[config.mk]
export PLATFORM = sky130hd
export DESIGN_NAME = sar_search
export DESIGN_NICKNAME = d
export VERILOG_FILES = /design/src/rtl/sar_search.sv
export SDC_FILE = /design/constraint.sdc
export NUM_CORES = 1
export LEC_CHECK = 0
export ABC_AREA = 1
export BUFFER_PORTS_ARGS = -buffer_cell sky130_fd_sc_hd__buf_2
export CAP_MARGIN = 20
export CORE_AREA = 2 2 65 67
export DETAILED_ROUTE_END_ITERATION = 8
export DIE_AREA = 0 0 67 69
export PLACE_DENSITY = 0.72
export SLEW_MARGIN = 20
export SYNTH_ARGS = -nofsm -noshare
export SYNTH_HDL_FRONTEND = slang
export SYNTH_SLANG_ARGS = --single-unit
[constraint.sdc]
create_clock -name clk -period 1.9 [get_ports clk]
set_clock_uncertainty 0.05 [all_clocks]
set_input_delay 0.095 -clock clk [delete_from_list [all_inputs] [get_ports clk]]
set_output_delay 0.095 -clock clk [all_outputs]
set_load 0.005 [all_outputs]
[src/rtl/sar_search.sv]
// Successive-approximation search: recovers an unknown target one bit per
// cycle using an external greater-than comparator. Optional abort: SAR_SEARCH_ABORT_EN.
module sar_search #(
   parameter int WIDTH = 10
) (
   input  logic             clk,
   input  logic             reset,
   input  logic             start,
`ifdef SAR_SEARCH_ABORT_EN
   input  logic             abort,
`endif
   input  logic             gt_in,
   output logic [WIDTH-1:0] trial,
   output logic [WIDTH-1:0] result,
   output logic             busy,
   output logic             done
);

   localparam int IW = (WIDTH > 1) ? $clog2(WIDTH) : 1;
   localparam logic [WIDTH-1:0] ONE = WIDTH'(1);
   localparam logic [IW-1:0] TOP = IW'(WIDTH - 1);

   typedef enum logic [1:0] {
      IDLE,
      SEARCH,
      DONE
   } state_t;

   state_t           st, st_n;
   logic [WIDTH-1:0] acc, acc_n;
   logic [WIDTH-1:0] acc_or;
   logic [WIDTH-1:0] trial_n;
   logic [WIDTH-1:0] result_n;
   logic [IW-1:0]    idx, idx_n;
   logic [IW-1:0]    idx_m1;
   logic             abort_q;

`ifdef SAR_SEARCH_ABORT_EN
   assign abort_q = abort;
`else
   assign abort_q = 1'b0;
`endif

   assign acc_or = acc | (WIDTH'(gt_in) << idx);
   assign idx_m1 = idx - IW'(1);
   assign busy   = (st == SEARCH);
   assign done   = (st == DONE);

   // State and datapath registers with synchronous active-low reset
   always_ff @(posedge clk) begin
      if (!reset) begin
         st     <= IDLE;
         acc    <= '0;
         idx    <= TOP;
         trial  <= '0;
         result <= '0;
      end else begin
         st     <= st_n;
         acc    <= acc_n;
         idx    <= idx_n;
         trial  <= trial_n;
         result <= result_n;
      end
   end

   // Next-state and next-datapath decode; a search owns the FSM until done or abort
   always_comb begin
      st_n     = st;
      acc_n    = acc;
      idx_n    = idx;
      trial_n  = trial;
      result_n = result;
      unique case (st)
         SEARCH: begin
            if (abort_q) begin
               st_n    = IDLE;
               trial_n = '0;
            end else if (idx == '0) begin
               st_n     = DONE;
               acc_n    = acc_or;
               result_n = acc_or;
               trial_n  = '0;
            end else begin
               acc_n   = acc_or;
               idx_n   = idx_m1;
               trial_n = acc_or | ((ONE << idx_m1) - ONE);
            end
         end
         IDLE, DONE: begin
            if (start) begin
               st_n    = SEARCH;
               acc_n   = '0;
               idx_n   = TOP;
               trial_n = (ONE << TOP) - ONE;
            end else begin
               st_n    = IDLE;
               trial_n = '0;
            end
         end
         default: begin
            st_n    = IDLE;
            trial_n = '0;
         end
      endcase
   end

endmodule
==> Word level (Yosys, flattened, before mapping) <==
Cells that the tools add are included.
{ "op_classes": {"addsub": 2, "n_bitwise": 2, "n_eq_ne": 5, "mux": 11, "shift": 2, "n_reduce_logical": 7} }
{ "op_table": {"columns": ["operator", "n"], "rows": [
  ["10-bit case mux with 2 select lines", 2],
  ["10-bit 2-to-1 mux", 2],
  ["10-bit OR", 2],
  ["1-bit by 4-bit << shifter with 10-bit output", 1],
  ["1-bit by 4-bit << shifter with 10-bit output, first input constant", 1],
  ["10-bit by 1-bit subtractor with 10-bit output, second input constant", 1],
  ["9-bit 2-to-1 mux", 1],
  ["4-bit 2-to-1 mux", 2],
  ["4-bit case mux with 2 select lines", 1],
  ["4-bit zero test", 1],
  ["2-bit inequality test, second input constant", 2],
  ["2-bit case mux with 2 select lines", 1],
  ["2-bit AND reduction", 2],
  ["4-bit by 1-bit subtractor with 4-bit output, second input constant", 1],
  ["3-bit AND reduction", 1],
  ["2-bit by 1-bit equality test with 1-bit output, second input constant", 1],
  ["2-bit equality test, second input constant", 1],
  ["2-bit zero test", 1],
  ["2-bit 2-to-1 mux", 1],
  ["2-bit by 1-bit inequality test with 1-bit output, second input constant", 1],
  ["2-bit nonzero test", 1],
  ["2-bit OR reduction", 1],
  ["1-bit 2-to-1 mux", 1]
]} }
{ "totals": {"inputBits": 4, "reg_bits": 36, "output_inout_bits": 22, "wordCells": 34} }

==> Depth between registers and ports, before layout <==
Gate-level depths: netlist of the first run.
{ "logic_depth": {"depth_word": 6, "mapped_depth": 16, "mapped_depth_nobuf": 16} }

==> Least setup slack after synthesis of the first run <==
Ideal clock, no wire load.
{ "synth_path": {"kind": "register -> register", "start": "reg idx[0]", "end": "reg trial[4]", "synth_period_minus_slack_ps": 2107, "path_stages_with_launch": 14, "path_buffers": 0, "t_required_ps": 1780, "slack_ps": -207, "arrival_ps": 1987, "cell_sequence": "dfxtp_1 > inv_1 > ha_1 > inv_1 > nand2_2 > nand2_4 > nand2_1 > nor2_4 > inv_1 > ha_1 > nand2_4 > nor2_2 > or2_0 > a21oi_1"} }
{ "synth_via": {"elab_chain_len": 6, "word_cells_on_any_way": 9} }
{ "synth_lines": {"columns": ["element", "line_no", "rtl"], "rows": [
  ["from (decl)", "34", "logic [IW-1:0] idx, idx_n;"],
  ["from (signal assigned)", "60", "idx <= idx_n;"],
  ["4-bit by 1-bit subtractor with 4-bit output", "45", "assign idx_m1 = idx - IW'(1);"],
  ["1-bit by 4-bit << shifter with 10-bit output", "86", "trial_n = acc_or | ((ONE << idx_m1) - ONE);"],
  ["10-bit by 1-bit subtractor with 10-bit output", "86", null],
  ["10-bit OR", "86", null],
  ["10-bit 2-to-1 mux (*)", "78", "end else if (idx == '0) begin"],
  ["10-bit case mux with 2 select lines (*)", "73", "unique case (st)"],
  ["to (signal assigned)", "61", "trial <= trial_n;"],
  ["to (decl)", "13", "output logic [WIDTH-1:0] trial,"]
]} }
Every way passes the cells marked *; elsewhere a longest branch is shown, timed or not.
A chain may end at the register's enable or synchronous reset.

==> Final worst setup path of the first run <==
{ "layout_path": {"start": "reg idx[1]", "end": "reg trial[4]"} }
The elaborated chain is that of the path after synthesis.

==> results.py, run 1 <==
metrics = {
    "final_layout": {
        "final_nets": 304,
        "drive_gt1_share_pct": 29.5,
        "ff_latch_area_um2": 729,
        "fillCellCount": 375,
        "multi_input_area_um2": 987,
        "postLayoutCoreUtil_pct": 57.5,
        "n_antenna_cell": 0,
        "syn2layout_area_growth_pct": 21.4,
    },
    "power": {
        "vdd_drop_max_mv": 0.456,
        "p_leak_nw": 1.11,
        "power_density_mw_per_mm2": 789,
    },
    "die": {
        "die_area_mm2": 0.00462,
        "num_rows": 23,
        "fp.dieW_um": 67,
        "core_mm2": 0.00391,
        "die_y_um": 69,
        "ios": 26,
        "start_util_pct": 47.4,
    },
    "placement": {
        "dp_hpwl_um": 3310,
        "globalplace.congestion": 0.932,
        "place.port_buffers": 25,
        "place_ws_ns": 0.0166,
    },
    "sta": {
        "worst_pin_slew_ns": 0.377,
        "whs_ns": 0.0445,
        "period_share_pct": 93.1,
        "slew_violations": 0,
        "rsz0062_at_grt": "no",
        "max-slew-margin-rel_pct": 74.7,
        "setup_viol": 0,
        "period_needed_ns": 1.77,
        "timing.final.ws_setup_ns": 0.131,
        "fmax_mhz": 565,
        "setup_tns_ns": 0,
        "timing_hold_violations_final": 0,
    },
    "global_routing": {
        "grt_max_degree": 14,
        "antenna_found_initial": 0,
        "grt_pass1_vias": 1585,
        "grt-ovfl-total": 0,
        "grt_first_pass_wirelength_um": 7000,
        "grt_usage_pct": 19.8,
    },
    "clocking": {
        "clk_pin_slew_ns": 0.07,
        "root_buffer": "clkbuf_8",
        "numCtsBuffers": 5,
        "cts_sinks": 36,
        "cts_hold_buf": 0,
        "cts.htree.levels": 2,
        "tritoncts": "built",
        "insertion_delay_ns": 0.29,
        "cts_buffer_depth": 2,
    },
    "drt": {
        "via_per_inst": 4.87,
        "wire_per_inst_um": 12.2,
        "drt-pass1-iter-count": 4,
        "antenna_left": 0,
        "num_vias": 1681,
        "wl_met1_um": 1980,
        "wl_met3_um": 145,
        "maxUsedRoutingLayer": "met4",
        "first_iter_violations": 130,
        "dr_wl_met2_um": 1950,
        "routed_wl_um": 4200,
        "drc": 0,
    },
    "logic_synthesis": {
        "yosysSeqAreaShare_pct": 38.8,
        "ys_types": 25,
        "avgSynthCellArea_um2": 7.33,
        "syn_nets": 263,
        "yosysWarnings": 0,
        "ys_seq_elements": 36,
        "synth_area_mm2": 0.00186,
        "netlist_instances": 253,
    },
    "critical_path": {
        "endpoint_kind": "register",
        "required_ns": 2.07,
        "critical_path_class": "register to register",
        "path_max_fanout": 4,
        "start_kind": "register",
        "cp.arrival_ns": 1.94,
    },
    "run": {
        "drv_cap": 0,
    },
    "min_path": {
        "min-delay-path-class": "input port to register",
    },
    "status": {
        "outcome": "complete, no violations",
    },
}
==> layer usage <==
layer | GRT usage [%] | up-vias
met3 | 5.06 | 12
li1 | - | 887
met4 | 8.84 | 0
met1 | 25.2 | 746
met2 | 31.1 | 36
met5 | 0 | -
==> synth_stat cells (all sizes together) <==
library cell	n	area share [%]
nand2	49	13
inv	47	9.5
nor2	37	11
dfxtp	36	39
o21ai	23	6.2
nand3	20	5.4
a21oi	19	6.3
ha	6	4.0
a31oi	3	1.0
a211oi	2	0.81
nor3	2	0.54
o211ai	2	0.81
o22ai	2	0.67
or2	2	0.67
a32o	1	0.54
buf	1	0.27
clkbuf	1	0.20
==> layout make-up <==
cell class / count / area share (%)
clock buffer: 7 / 3.39
clock inverter: 1 / 0.389
inverter: 47 / 7.83
multi-input combinational: 168 / 43.8
sequential: 36 / 32.4
tap: 50 / 2.78
timing repair buffer: 36 / 9.39
==> path summary, 6_finish.rpt <==
| path | start | to | slack (ns) | cells past startpoint |
|---|---|---|---|---|
| max | idx[1] | trial[4] | 0.13 | 11 |
| min | reset | idx[3] | 0.04 | 2 |
| max reg2reg | idx[1] | trial[4] | 0.13 | 11 |
| min reg2reg | acc[8] | acc[8] | 0.41 | 2 |
==> where the power goes <==
group          leakage [nW]  total [mW]  switching (mW)  internal, mW
registers             0.295       0.816          0.0180         0.798
clock network        0.0424       0.532           0.270         0.262
logic                 0.774       0.430           0.263         0.167
total                  1.11        1.78           0.551          1.23
==> cell usage in the layout, fill, tap and decap left out <==
cell      count
dfxtp_1      33
nor3_2        1
o211ai_1      2
clkbuf_1      2
nand3_1      20
o21ai_0      21
inv_2         7
a31oi_1       3
nand2_4       6
nand2_1      33
nor2_1       25
a21oi_4       2
or2_0         1
clkinv_4      1
o22ai_1       2
nand2_2      10
nor3_1        1
dfxtp_2       1
buf_4        10
nor2_2        6
o21ai_1       2
inv_1        40
buf_6         1
or2_2         1
a32o_1        1
ha_1          3
buf_2        25
a211oi_1      2
clkbuf_8      5
ha_4          2
a21oi_1      17
dfxtp_4       2
ha_2          1
nor2_4        6
==> metrics by stage <==
stage,total power [mW],area [um2],instances
floorplan,1.12,1870,253
global placement,1.23,2110,335
detailed placement,1.24,2110,335
CTS,1.77,2200,343
global route,1.88,2250,345
finish,1.78,2250,345
==> state kept, by name, indices dropped and copies added, names as in the netlist <==
register  flops
st            2
trial        10
acc          10
result       10
idx           4
==> worst max-delay path, stage by stage (launching register included) <==
cell	delay (ns)
dfxtp_4	0.34
inv_2	0.07
buf_4	0.13
ha_1	0.22
nand2_2	0.10
nor2_4	0.12
inv_2	0.06
ha_4	0.16
nand2_4	0.08
nor2_2	0.05
or2_0	0.20
a21oi_1	0.11
==> cells by family (layout without fill, tap and decap cells) <==
logic type	after synthesis	in the layout	share of synthesized area (%)
flip-flops	36	36	38.8
buffers and inverters	49	91	9.98
adder cells (fa/ha/maj)	6	6	4.05
AO/OA/AOI/OAI	52	52	16.4
AND/OR/NAND/NOR	110	110	30.7
==> repair_timing <==
item | CTS | global route
resized for setup | 1 | 10
setup endpoints to repair | 1 | 11
pin swaps | 0 | 2
buffers inserted | 0 | 2
Power figures use the tool's default switching activity.
==> run 2: changes to the inputs <==
- CTS_CLUSTER_SIZE: default -> 28
- PLACE_DENSITY: 0.72 -> 0.71
==> results.py, run 2 (synthesized netlist as in run 1, its figures left out) <==
metrics = {
    "clocking": {
        "root_buffer": "clkbuf_8",
        "cts_buffer_depth": 2,
        "cts.htree.levels": 2,
        "numCtsBuffers": 5,
        "clk_pin_slew_ns": 0.08,
        "cts_hold_buf": 0,
        "cts_sinks": 36,
        "tritoncts": "built",
        "insertion_delay_ns": 0.29,
    },
    "critical_path": {
        "cp.arrival_ns": 1.96,
        "worst_r2r_endpoint": "trial[4]",
        "critical_path_class": "register to register",
        "start_kind": "register",
        "path_buf_inv": 3,
        "cpMaxStageDelayCell": "dfxtp_4",
        "reg2reg_setup_slack_ns": 0.12,
        "path_max_fanout": 4,
        "reg2reg_from": "idx[0]",
        "required_ns": 2.08,
        "crit_chain": "inv_2, ha_2, inv_2, nand2_2, nand2_4, nand2_2, inv_2, nand2_2, ha_4, nand2_4, nor2_4, or2_0, a21oi_1",
        "endpoint_kind": "register",
        "crit_family": "simple AND/OR/NAND/NOR gates",
        "rr_worst_depth": 13,
        "max_stage_delay_ns": 0.35,
    },
    "min_path": {
        "min_path_cells": 2,
        "worstHoldStart": "reset",
        "whs_endpoint": "idx[3]",
        "min-delay-path-class": "input port to register",
    },
    "sta": {
        "fmax_mhz": 560,
        "slew_violations": 0,
        "period_share_pct": 93.9,
        "period_needed_ns": 1.78,
        "timing_hold_violations_final": 0,
        "rsz0062_at_grt": "yes",
        "timing.final.ws_setup_ns": 0.115,
        "max-slew-margin-rel_pct": 74.1,
        "whs_ns": 0.0595,
        "worst_pin_slew_ns": 0.388,
        "setup_viol": 0,
    },
    "placement": {
        "place_ws_ns": 0.00892,
        "dp_hpwl_um": 3250,
        "placed_cells": 335,
        "globalplace.congestion": 0.888,
        "place.port_buffers": 25,
    },
    "die": {
        "die_area_mm2": 0.00462,
        "die_y_um": 69,
        "fp.dieW_um": 67,
        "start_util_pct": 47.4,
        "core_mm2": 0.00391,
        "num_rows": 23,
        "ios": 26,
    },
    "drt": {
        "via_per_inst": 4.89,
        "wire_per_inst_um": 12.3,
        "routed_wl_um": 4240,
        "drt-pass1-iter-count": 4,
        "num_vias": 1682,
        "first_iter_violations": 96,
        "antenna_left": 0,
        "drc": 0,
    },
    "final_layout": {
        "final_nets": 303,
        "n_antenna_cell": 0,
        "syn2layout_area_growth_pct": 20.4,
        "final_common_cell": "inv_1",
        "drive_gt1_share_pct": 28.9,
        "layout_common_cells": "inv_1, dfxtp_1, nand2_1",
        "largestRegisters": "acc x10, result x10, trial x10",
        "fin_cells": 344,
    },
    "run": {
        "drv_cap": 0,
    },
    "power": {
        "power_density_mw_per_mm2": 800,
        "p_leak_nw": 1.10,
        "vdd_drop_max_mv": 0.449,
    },
    "global_routing": {
        "antenna_found_initial": 0,
        "grt-ovfl-total": 0,
        "grt_pass1_vias": 1589,
        "grt_max_degree": 14,
        "grt_usage_pct": 19.8,
        "grt_first_pass_wirelength_um": 7200,
    },
    "status": {
        "outcome": "complete, no violations",
    },
}
run 2: per-stage QoR:
stage	power, mW	utilization [%]	TNS (ns)	cell area, um2
final	1.79	57.1	0	2230
after global routing	1.89	57.1	-0.0251	2230
after CTS	1.78	56.2	0	2200
after detailed placement	1.24	54.0	0	2110
after global placement	1.23	54.0	0	2110
after floorplan	1.12	-	0	1870
run 2: worst reg2reg max path, stage by stage, from the launching register on:
cell and delay (ns):
dfxtp_4 0.35, inv_2 0.03, ha_2 0.19, inv_2 0.08
nand2_2 0.06, nand2_4 0.10, nand2_2 0.08, inv_2 0.07
nand2_2 0.07, ha_4 0.17, nand2_4 0.09, nor2_4 0.04
or2_0 0.19, a21oi_1 0.14
run 2: per-layer routing:
layer  global-route usage [%]  vias to the layer above  routed length, um
li1                         -                      886                  -
met1                     25.6                      745               1960
met2                     32.5                       42               2020
met3                     4.40                        9                189
met4                     5.90                        0                 68
met5                        0                        -                  0
run 2: power by group:
group / switching, mW / internal (mW) / total (mW)
sequential: 0.0172 / 0.798 / 0.815
clock: 0.282 / 0.262 / 0.544
combinational: 0.266 / 0.164 / 0.429
run 2: what timing repair did:
action	4_1_cts	5_1_grt
pin swaps	0	3
gates resized for setup	2	8
endpoints found under the setup margin	2	9
setup buffers	0	1
run 2: layout make-up:
class,count,area (um2)
fillers,381,1680
well taps,50,62.6
clock buffers,7,76.3
multi-input cells,168,982
flip-flops and latches,36,728
inverters,47,176
repair buffers,35,200
clock inverters,1,8.76
run 2: how the worst max path moves through the flow:
stage | from | endpoint | slack [ns] | depth (start not counted)
finish | idx[0] | trial[4] | 0.12 | 13
global placement | idx[0] | trial[2] | 0.04 | 13
CTS | idx[0] | trial[4] | 0.02 | 13
detailed placement | idx[0] | trial[4] | 0.009 | 13
global route | idx[0] | trial[4] | -0.02 | 13
floorplan | idx[0] | trial[4] | 0.003 | 13
